--- src/rtl/cpu_ctrl_pkg.sv ---
// Shared encodings for the multicycle MIPS controller and its ALU decoder.
package cpu_ctrl_pkg;

    localparam int unsigned OP_W    = 6;
    localparam int unsigned FUNCT_W = 6;
    localparam int unsigned STATE_W = 4;

    typedef enum logic [STATE_W-1:0] {
        S_FETCH    = 4'd0,
        S_DECODE   = 4'd1,
        S_MEMADR   = 4'd2,
        S_MEMREAD  = 4'd3,
        S_MEMWB    = 4'd4,
        S_MEMWRITE = 4'd5,
        S_EXECUTE  = 4'd6,
        S_ALUWB    = 4'd7,
        S_BRANCH   = 4'd8,
        S_ADDIEXEC = 4'd9,
        S_ADDIWB   = 4'd10
    } state_t;

    // ALU operation class handed from the FSM to the ALU decoder.
    typedef enum logic [1:0] {
        ALUOP_ADD   = 2'b00,
        ALUOP_SUB   = 2'b01,
        ALUOP_FUNCT = 2'b10
    } aluop_t;

    localparam logic [OP_W-1:0] OP_RTYPE = 6'b000000;
    localparam logic [OP_W-1:0] OP_LW    = 6'b100011;
    localparam logic [OP_W-1:0] OP_SW    = 6'b101011;
    localparam logic [OP_W-1:0] OP_BEQ   = 6'b000100;
    localparam logic [OP_W-1:0] OP_ADDI  = 6'b001000;

    localparam logic [FUNCT_W-1:0] FUNCT_ADD = 6'b100000;
    localparam logic [FUNCT_W-1:0] FUNCT_SUB = 6'b100010;
    localparam logic [FUNCT_W-1:0] FUNCT_AND = 6'b100100;
    localparam logic [FUNCT_W-1:0] FUNCT_OR  = 6'b100101;

    localparam logic [1:0] ALU_ADD = 2'b00;
    localparam logic [1:0] ALU_SUB = 2'b01;
    localparam logic [1:0] ALU_AND = 2'b10;
    localparam logic [1:0] ALU_OR  = 2'b11;

    localparam logic [1:0] SRCB_B      = 2'b00;
    localparam logic [1:0] SRCB_FOUR   = 2'b01;
    localparam logic [1:0] SRCB_IMM    = 2'b10;
    localparam logic [1:0] SRCB_IMM_SH = 2'b11;

endpackage

--- src/rtl/alu_op_decoder.sv ---
// Maps the FSM's ALU operation class plus the R-type funct field onto an ALU control code.
module alu_op_decoder
    import cpu_ctrl_pkg::*;
(
    input  logic [1:0] aluOp,
    input  logic [5:0] funct,
    output logic [1:0] aluControl,
    output logic       functIllegal
);

    // Unsupported funct values fall back to ADD and are flagged.
    always_comb begin
        aluControl   = ALU_ADD;
        functIllegal = 1'b0;
        case (aluOp)
            ALUOP_SUB:   aluControl = ALU_SUB;
            ALUOP_FUNCT: begin
                case (funct)
                    FUNCT_ADD: aluControl = ALU_ADD;
                    FUNCT_SUB: aluControl = ALU_SUB;
                    FUNCT_AND: aluControl = ALU_AND;
                    FUNCT_OR:  aluControl = ALU_OR;
                    default:   functIllegal = 1'b1;
                endcase
            end
            default:     aluControl = ALU_ADD;
        endcase
    end

endmodule

--- src/rtl/multicycle_control_unit.sv ---
// Multicycle MIPS controller: Moore FSM driving datapath strobes, ALU decode and interrupt latch.
module multicycle_control_unit
    import cpu_ctrl_pkg::*;
#(
    parameter int unsigned IRQ_ENABLE = 1
) (
    input  logic       clk,
    input  logic       rst_n,
    input  logic [5:0] op,
    input  logic [5:0] funct,
    input  logic       irq,
    output logic [1:0] aluControl,
    output logic [1:0] aluSrcB,
    output logic       ALUSrcA,
    output logic       PCSource,
    output logic       PCWrite,
    output logic       isBranch,
    output logic       lorD,
    output logic       MemWrite,
    output logic       IRWrite,
    output logic       RegWrite,
    output logic       RegDst,
    output logic       MemtoReg,
    output logic       isInterrupted,
    output logic       irqAck,
    output logic       illegalOp
);

    localparam bit IRQ_EN = (IRQ_ENABLE != 0);

    state_t     state_q;
    state_t     state_d;
    logic [1:0] alu_op;
    logic [1:0] dec_alu_ctrl;
    logic       funct_illegal;
    logic       set_illegal;
    logic       irq_prev_q;
    logic       irq_pending_q;
    logic       illegal_q;
    logic       irq_rise;

    alu_op_decoder u_alu_op_decoder (
        .aluOp        (alu_op),
        .funct        (funct),
        .aluControl   (dec_alu_ctrl),
        .functIllegal (funct_illegal)
    );

    // ALU operation class is a pure function of the state.
    always_comb begin
        alu_op = ALUOP_ADD;
        case (state_q)
            S_EXECUTE: alu_op = ALUOP_FUNCT;
            S_BRANCH:  alu_op = ALUOP_SUB;
            default:   alu_op = ALUOP_ADD;
        endcase
    end

    // State register; reset aborts any instruction in flight.
    always_ff @(posedge clk) begin
        if (!rst_n) state_q <= S_FETCH;
        else        state_q <= state_d;
    end

    // Next-state and Moore strobes; everything is held low while reset is asserted.
    always_comb begin
        state_d       = state_q;
        set_illegal   = 1'b0;
        aluSrcB       = SRCB_B;
        ALUSrcA       = 1'b0;
        PCSource      = 1'b0;
        PCWrite       = 1'b0;
        isBranch      = 1'b0;
        lorD          = 1'b0;
        MemWrite      = 1'b0;
        IRWrite       = 1'b0;
        RegWrite      = 1'b0;
        RegDst        = 1'b0;
        MemtoReg      = 1'b0;
        isInterrupted = 1'b0;
        irqAck        = 1'b0;
        case (state_q)
            S_FETCH: begin
                IRWrite       = 1'b1;
                PCWrite       = 1'b1;
                aluSrcB       = SRCB_FOUR;
                isInterrupted = irq_pending_q;
                irqAck        = irq_pending_q;
                state_d       = S_DECODE;
            end
            S_DECODE: begin
                aluSrcB = SRCB_IMM_SH;
                case (op)
                    OP_LW, OP_SW: state_d = S_MEMADR;
                    OP_RTYPE:     state_d = S_EXECUTE;
                    OP_BEQ:       state_d = S_BRANCH;
                    OP_ADDI:      state_d = S_ADDIEXEC;
                    default: begin
                        state_d     = S_FETCH;
                        set_illegal = 1'b1;
                    end
                endcase
            end
            S_MEMADR: begin
                ALUSrcA = 1'b1;
                aluSrcB = SRCB_IMM;
                state_d = (op == OP_LW) ? S_MEMREAD : S_MEMWRITE;
            end
            S_MEMREAD: begin
                lorD    = 1'b1;
                state_d = S_MEMWB;
            end
            S_MEMWB: begin
                MemtoReg = 1'b1;
                RegWrite = 1'b1;
                state_d  = S_FETCH;
            end
            S_MEMWRITE: begin
                lorD     = 1'b1;
                MemWrite = 1'b1;
                state_d  = S_FETCH;
            end
            S_EXECUTE: begin
                ALUSrcA = 1'b1;
                aluSrcB = SRCB_B;
                if (funct_illegal) begin
                    state_d     = S_FETCH;
                    set_illegal = 1'b1;
                end else begin
                    state_d = S_ALUWB;
                end
            end
            S_ALUWB: begin
                RegDst   = 1'b1;
                RegWrite = 1'b1;
                state_d  = S_FETCH;
            end
            S_BRANCH: begin
                ALUSrcA  = 1'b1;
                aluSrcB  = SRCB_B;
                isBranch = 1'b1;
                PCSource = 1'b1;
                state_d  = S_FETCH;
            end
            S_ADDIEXEC: begin
                ALUSrcA = 1'b1;
                aluSrcB = SRCB_IMM;
                state_d = S_ADDIWB;
            end
            S_ADDIWB: begin
                RegWrite = 1'b1;
                state_d  = S_FETCH;
            end
            default: state_d = S_FETCH;
        endcase
        if (!rst_n) begin
            set_illegal   = 1'b0;
            aluSrcB       = SRCB_B;
            ALUSrcA       = 1'b0;
            PCSource      = 1'b0;
            PCWrite       = 1'b0;
            isBranch      = 1'b0;
            lorD          = 1'b0;
            MemWrite      = 1'b0;
            IRWrite       = 1'b0;
            RegWrite      = 1'b0;
            RegDst        = 1'b0;
            MemtoReg      = 1'b0;
            isInterrupted = 1'b0;
            irqAck        = 1'b0;
        end
    end

    assign aluControl = rst_n ? dec_alu_ctrl : ALU_ADD;
    assign illegalOp  = illegal_q & rst_n;
    assign irq_rise   = IRQ_EN & irq & ~irq_prev_q;

    // Interrupt edge latch; a new edge beats the acknowledge clear so it is not lost.
    always_ff @(posedge clk) begin
        if (!rst_n) begin
            irq_prev_q    <= 1'b0;
            irq_pending_q <= 1'b0;
        end else begin
            irq_prev_q <= irq & IRQ_EN;
            if (irq_rise)    irq_pending_q <= 1'b1;
            else if (irqAck) irq_pending_q <= 1'b0;
        end
    end

    // Sticky illegal-instruction flag, cleared only by reset.
    always_ff @(posedge clk) begin
        if (!rst_n)           illegal_q <= 1'b0;
        else if (set_illegal) illegal_q <= 1'b1;
    end

endmodule

--- config.mk ---
export PLATFORM = sky130hd
export DESIGN_NAME = multicycle_control_unit
export DESIGN_NICKNAME = d
export VERILOG_FILES = /design/src/rtl/cpu_ctrl_pkg.sv /design/src/rtl/alu_op_decoder.sv /design/src/rtl/multicycle_control_unit.sv
export SDC_FILE = /design/constraint.sdc
export NUM_CORES = 1
export LEC_CHECK = 0
export CORE_MARGIN = 3
export CORE_UTILIZATION = 35
export CTS_CLUSTER_DIAMETER = 30
export CTS_CLUSTER_SIZE = 24
export DETAILED_ROUTE_END_ITERATION = 10
export GPL_ROUTABILITY_DRIVEN = 0
export PLACE_DENSITY = 0.74
export SLEW_MARGIN = 15
export SYNTH_ARGS = -nofsm -noshare
export SYNTH_HDL_FRONTEND = slang
export SYNTH_SLANG_ARGS = --single-unit
--- constraint.sdc ---
create_clock -name clk -period 1.7 [get_ports clk]
set_clock_uncertainty 0.1 [all_clocks]
set_input_delay 0.255 -clock clk [delete_from_list [all_inputs] [get_ports clk]]
set_output_delay 0.255 -clock clk [all_outputs]
set_load 0.005 [all_outputs]
# Word level (Yosys, flattened, before mapping)
# Index checks and enable logic that the tools add are counted.
# classes
n_eq_ne,20
muxes,36
bitwise_logic,3
n_reduce_logical,10
# op_table
cell,count
6-bit == test (second input constant),6
1-bit 2-to-1 mux,25
4-bit case mux with 6 select lines,1
4-bit by 3-bit == test with 1-bit output (second input constant),4
4-bit case mux with 4 select lines,1
4-bit == test (second input constant),3
2-bit case mux with 3 select lines,2
4-bit by 2-bit == test with 1-bit output (second input constant),2
2-bit case mux with 2 select lines,2
4-bit OR reduction,2
6-bit by 3-bit == test with 1-bit output (second input constant),1
6-bit by 4-bit == test with 1-bit output (second input constant),1
6-bit logical NOT,1
3-bit 2-to-1 mux,2
2-bit OR reduction,3
5-bit OR reduction,1
4-bit by 1-bit == test with 1-bit output (second input constant),1
4-bit logical NOT,1
2-bit 2-to-1 mux,2
3-bit OR reduction,1
1-bit AND,2
2-bit by 1-bit == test with 1-bit output (second input constant),1
2-bit == test (second input constant),1
1-bit case mux with 2 select lines,1
other kinds (2),2
# totals
ff_bits,7
output_inout_bits,17
elab_cells,73

# Longest topological paths before layout
# logic_depth
ltp_word,7
mapped_depth,9
ltp_nobuf,8

# Cells and area by module
# A second synthesis with hierarchy kept.
# unflattened
cells_unflattened,97
area_unflattened_um2,699.4
# by_module_without_submodules
mod,instances,cells_per_inst,area_each_um2,seq_area_each_um2
multicycle_control_unit,1,82,591.8,140.1
alu_op_decoder,1,15,107.6,0.0

# Worst setup path before layout
# Ideal clock, no wire load.
# synth_timing
kind,reg2out
startpoint,register state_q[1]
endpoint,output aluControl[1]
arrival_ns,1.538
setup_slack_ns,-0.193
path_stages_with_launch,8
path_buffers,1
path_cell_list,dfxtp_1 buf_1 nor2b_1 nand2_1 inv_1 ha_1 nand3_1 nor4b_1
# synth_via
elab_chain_len,5
word_cells_on_any_way,7
classes_between,4 x eq/ne; 3 x mux
# synth_lines
element,line,source
start: declaration,multicycle_control_unit.sv:31,state_t state_q;
start signal: assignment,multicycle_control_unit.sv:62,else state_q <= state_d;
4-bit == test / 4-bit by 3-bit == test with 1-bit output (equally long branches),multicycle_control_unit.sv:52,case (state_q)
2-bit case mux with 2 select lines (*),multicycle_control_unit.sv:52,
2-bit == test / 2-bit by 1-bit == test with 1-bit output (equally long branches),alu_op_decoder.sv:15,case (aluOp)
2-bit case mux with 2 select lines (*),alu_op_decoder.sv:15,
2-bit 2-to-1 mux (*),multicycle_control_unit.sv:174,assign aluControl = rst_n ? dec_alu_ctrl : ALU_ADD;
end: declaration,multicycle_control_unit.sv:12,"output logic [1:0] aluControl,"
# Mark *: on every way between the ends. The rest lies on a longest branch, timed or not.

# Final worst setup path
# layout_timing
startpoint,register state_q[2]
endpoint,output aluControl[1]
# Same word-level chain as after synthesis.

==> flow_summary.json <==
{
  "status": "complete, but fails checks",
  "violations": "setup timing",
  "die_width_um": 49.12,
  "yosys_warnings": 0,
  "fmax_ghz": 0.4991,
  "synth_compound_area_share_pct": 18.85,
  "ys_types": 35,
  "total_power_uw": 523.4,
  "critical_path_arrival_ns": 1.65,
  "min_period_ns": 2.004,
  "power_density_nw_per_um2": 360.3,
  "rows": 14,
  "die_area_um2": 2412,
  "synth_area_um2": 650.6,
  "muxShareOfSynthArea_pct": 1.538,
  "clock-root-buffer": "clkbuf_4",
  "cts.path.max_buffers": 2,
  "num-nets-final": 177,
  "drt-total-wl_um": 3468,
  "synthXorXnorAreaFrac_pct": 2.692,
  "layout_commonest_cell": "buf_4",
  "post-route-period-util_pct": 117.9,
  "dp_slack_ns": -0.5563,
  "htreeDepth": 1,
  "synthCells": 94,
  "synth-adder-area-share_pct": 3.846,
  "rr_startpoint": "state_q[1]$_SDFF_PN0_",
  "cp-end-kind": "output pin",
  "slowest_delay_ns": 0.35,
  "rsz0062_at_grt": "yes",
  "vdd.ir_drop.worst_uv": 432.6,
  "setup_viol": 14,
  "grt_usage_pct": 26.24,
  "finalHoldViolCount": 0,
  "dieHeight_um": 49.12,
  "slew_viol_final": 0,
  "path_class": "reg2out",
  "antenna_cells": 0,
  "maxSlewHeadroom_pct": 79.93,
  "critPathSlowestCell": "dfxtp_4",
  "hold_path_class": "in2reg",
  "ys_seq_elements": 7,
  "start_kind": "register",
  "cts.sinks": 7,
  "grt_max_degree": 8,
  "cts_tree": "yes",
  "synth_edf_count": 0,
  "post-route-drc-count": 0,
  "synth-seq-area-share_pct": 21.54,
  "drtPass1Iterations": 4,
  "start_util_pct": 39.94,
  "drtIter0Drc": 45,
  "hp-start": "op[3]",
  "dp_hpwl_um": 1678,
  "io-pin-count": 32,
  "core_area_um2": 1629,
  "final_core_util_pct": 89.17,
  "worstSkewPairLatency_ns": 0.26,
  "viasPerCell": 5.743,
  "avgSynthCellArea_um2": 6.922,
  "tightest_slew_ns": 0.2999,
  "synthToLayoutAreaGrowth_pct": 123.3,
  "grt_first_pass_wirelength_um": 4961,
  "postCtsHoldBufs": 0,
  "cp.buffers_inverters": 1,
  "cellLeakagePower_uw": 0.0006457,
  "synth_top_family_by_area": "simple AND/OR/NAND/NOR gates",
  "first_global_vias": 1034,
  "num_vias": 1051,
  "final_antenna_net_count": 0,
  "io_buffers": 31,
  "worstPathCellList": "nand2b_4, nor3_4, ha_1, nor4b_2, buf_2",
  "overflow": 0,
  "whs_ns": 0.3905,
  "synth_nets": 111,
  "async_flop_share_pct": 0,
  "drive_gt1_share_pct": 58.49,
  "finalWorstSetupSlack_ns": -0.3038,
  "crit_required_ns": 1.34,
  "synthSimpleGateAreaFrac_pct": 41.54,
  "antenna_found_initial": 0,
  "drv_cap": 0,
  "routedWlPerCell_um": 18.95,
  "final_cell_mix": "27 x buf_4, 14 x buf_6, 10 x clkdlybuf4s50_1, 9 x buf_2, 7 x nor2_1",
  "cpLargestDelayFamily": "simple AND/OR/NAND/NOR gates",
  "tns_ns": -1.546,
  "cts_made_buffers": 3,
  "synth-main-ff-cell": "dfxtp_1",
  "critPathLaunch": "state_q[2]$_SDFF_PN0_",
  "critPathMaxFanout": 4,
  "path_clk_slew_ns": 0.06,
  "fill_cells": 68
}
-- report_power, final --
group	internal [µW]	total, µW	switching (µW)
clock	89.7	154	63.9
sequential	169	178	8.95
combinational	112	192	79.2
total	371	523	152
-- cell usage after synthesis (all sizes together) (3+ instances only) --
library cell,instances,area [µm²]
clkbuf,4,16.26
nor3,6,30.03
nor2,15,56.30
inv,6,22.52
o21ai,3,15.01
nor2b,4,25.02
a21oi,4,20.02
and2,3,18.77
nand2,7,26.28
nand3,3,15.01
nand2b,3,18.77
dfxtp,7,140.1
buf,4,26.27
-- tightest hold or removal path: cells and delay by family --
kind                   cells  cell delay (ns)
AO/OA/AOI/OAI              1             0.08
buffers and inverters      2             0.25
AND/OR/NAND/NOR            2             0.12
-- metal layers --
layer  up-vias  track usage (%)  share of wire, %
met5         -                0                 0
met3        26            6.422               8.9
met1       489            28.94                36
li1        460                -                 -
met4         0            14.69               7.0
met2        76            45.31                48
-- worst paths after layout --
| path | endpoint | slack (ns) | cells past startpoint |
|---|---|---|---|
| worst min-delay path | state_q[1]$_SDFF_PN0_ | 0.39 | 5 |
| worst min register to register | illegal_q$_SDFFE_PN0P_ | 0.40 | 1 |
| worst max register to register | state_q[0]$_SDFF_PN0_ | -0.01 | 7 |
| worst max-delay path | aluControl[1] | -0.30 | 5 |
-- repair_timing --
action | in CTS | in global routing
gates resized for setup | 94 | 38
pin swaps | 12 | 14
endpoints found under the setup margin | 18 | 19
setup buffers | 12 | 5
-- cell families after synthesis --
family                     count (synthesis)
buffers and inverters                     14
adders and majority gates                  2
muxes                                      1
AOI/OAI and AO/OA                         17
and+or+nand+nor                           51
DFF                                        7
xor gates and xnor gates                   2
-- through the flow --
| step | instance area [µm²] | cells |
|---|---|---|
| floorplan | 668.1 | 94 |
| global placement | 1155 | 167 |
| detailed placement | 1155 | 167 |
| CTS | 1350 | 182 |
| global route | 1453 | 183 |
| finish | 1453 | 183 |
-- cell type report --
| cell class | count | area [µm²] | area share [%] |
|---|---|---|---|
| Sequential cell | 7 | 152.6 | 10.51 |
| Clock buffer | 4 | 26.28 | 1.809 |
| Tap cell | 24 | 30.03 | 2.067 |
| Multi-Input combinational cell | 73 | 615.6 | 42.38 |
| Inverter | 6 | 28.78 | 1.981 |
| Timing Repair Buffer | 69 | 599.3 | 41.26 |
-- sequential cells by signal (all words and copies together) (netlist names) --
| signal | flops |
|---|---|
| illegal_q | 1 |
| irq_pending_q | 1 |
| irq_prev_q | 1 |
| state_q | 4 |
Note: power is estimated with default switching activity, not from simulation.
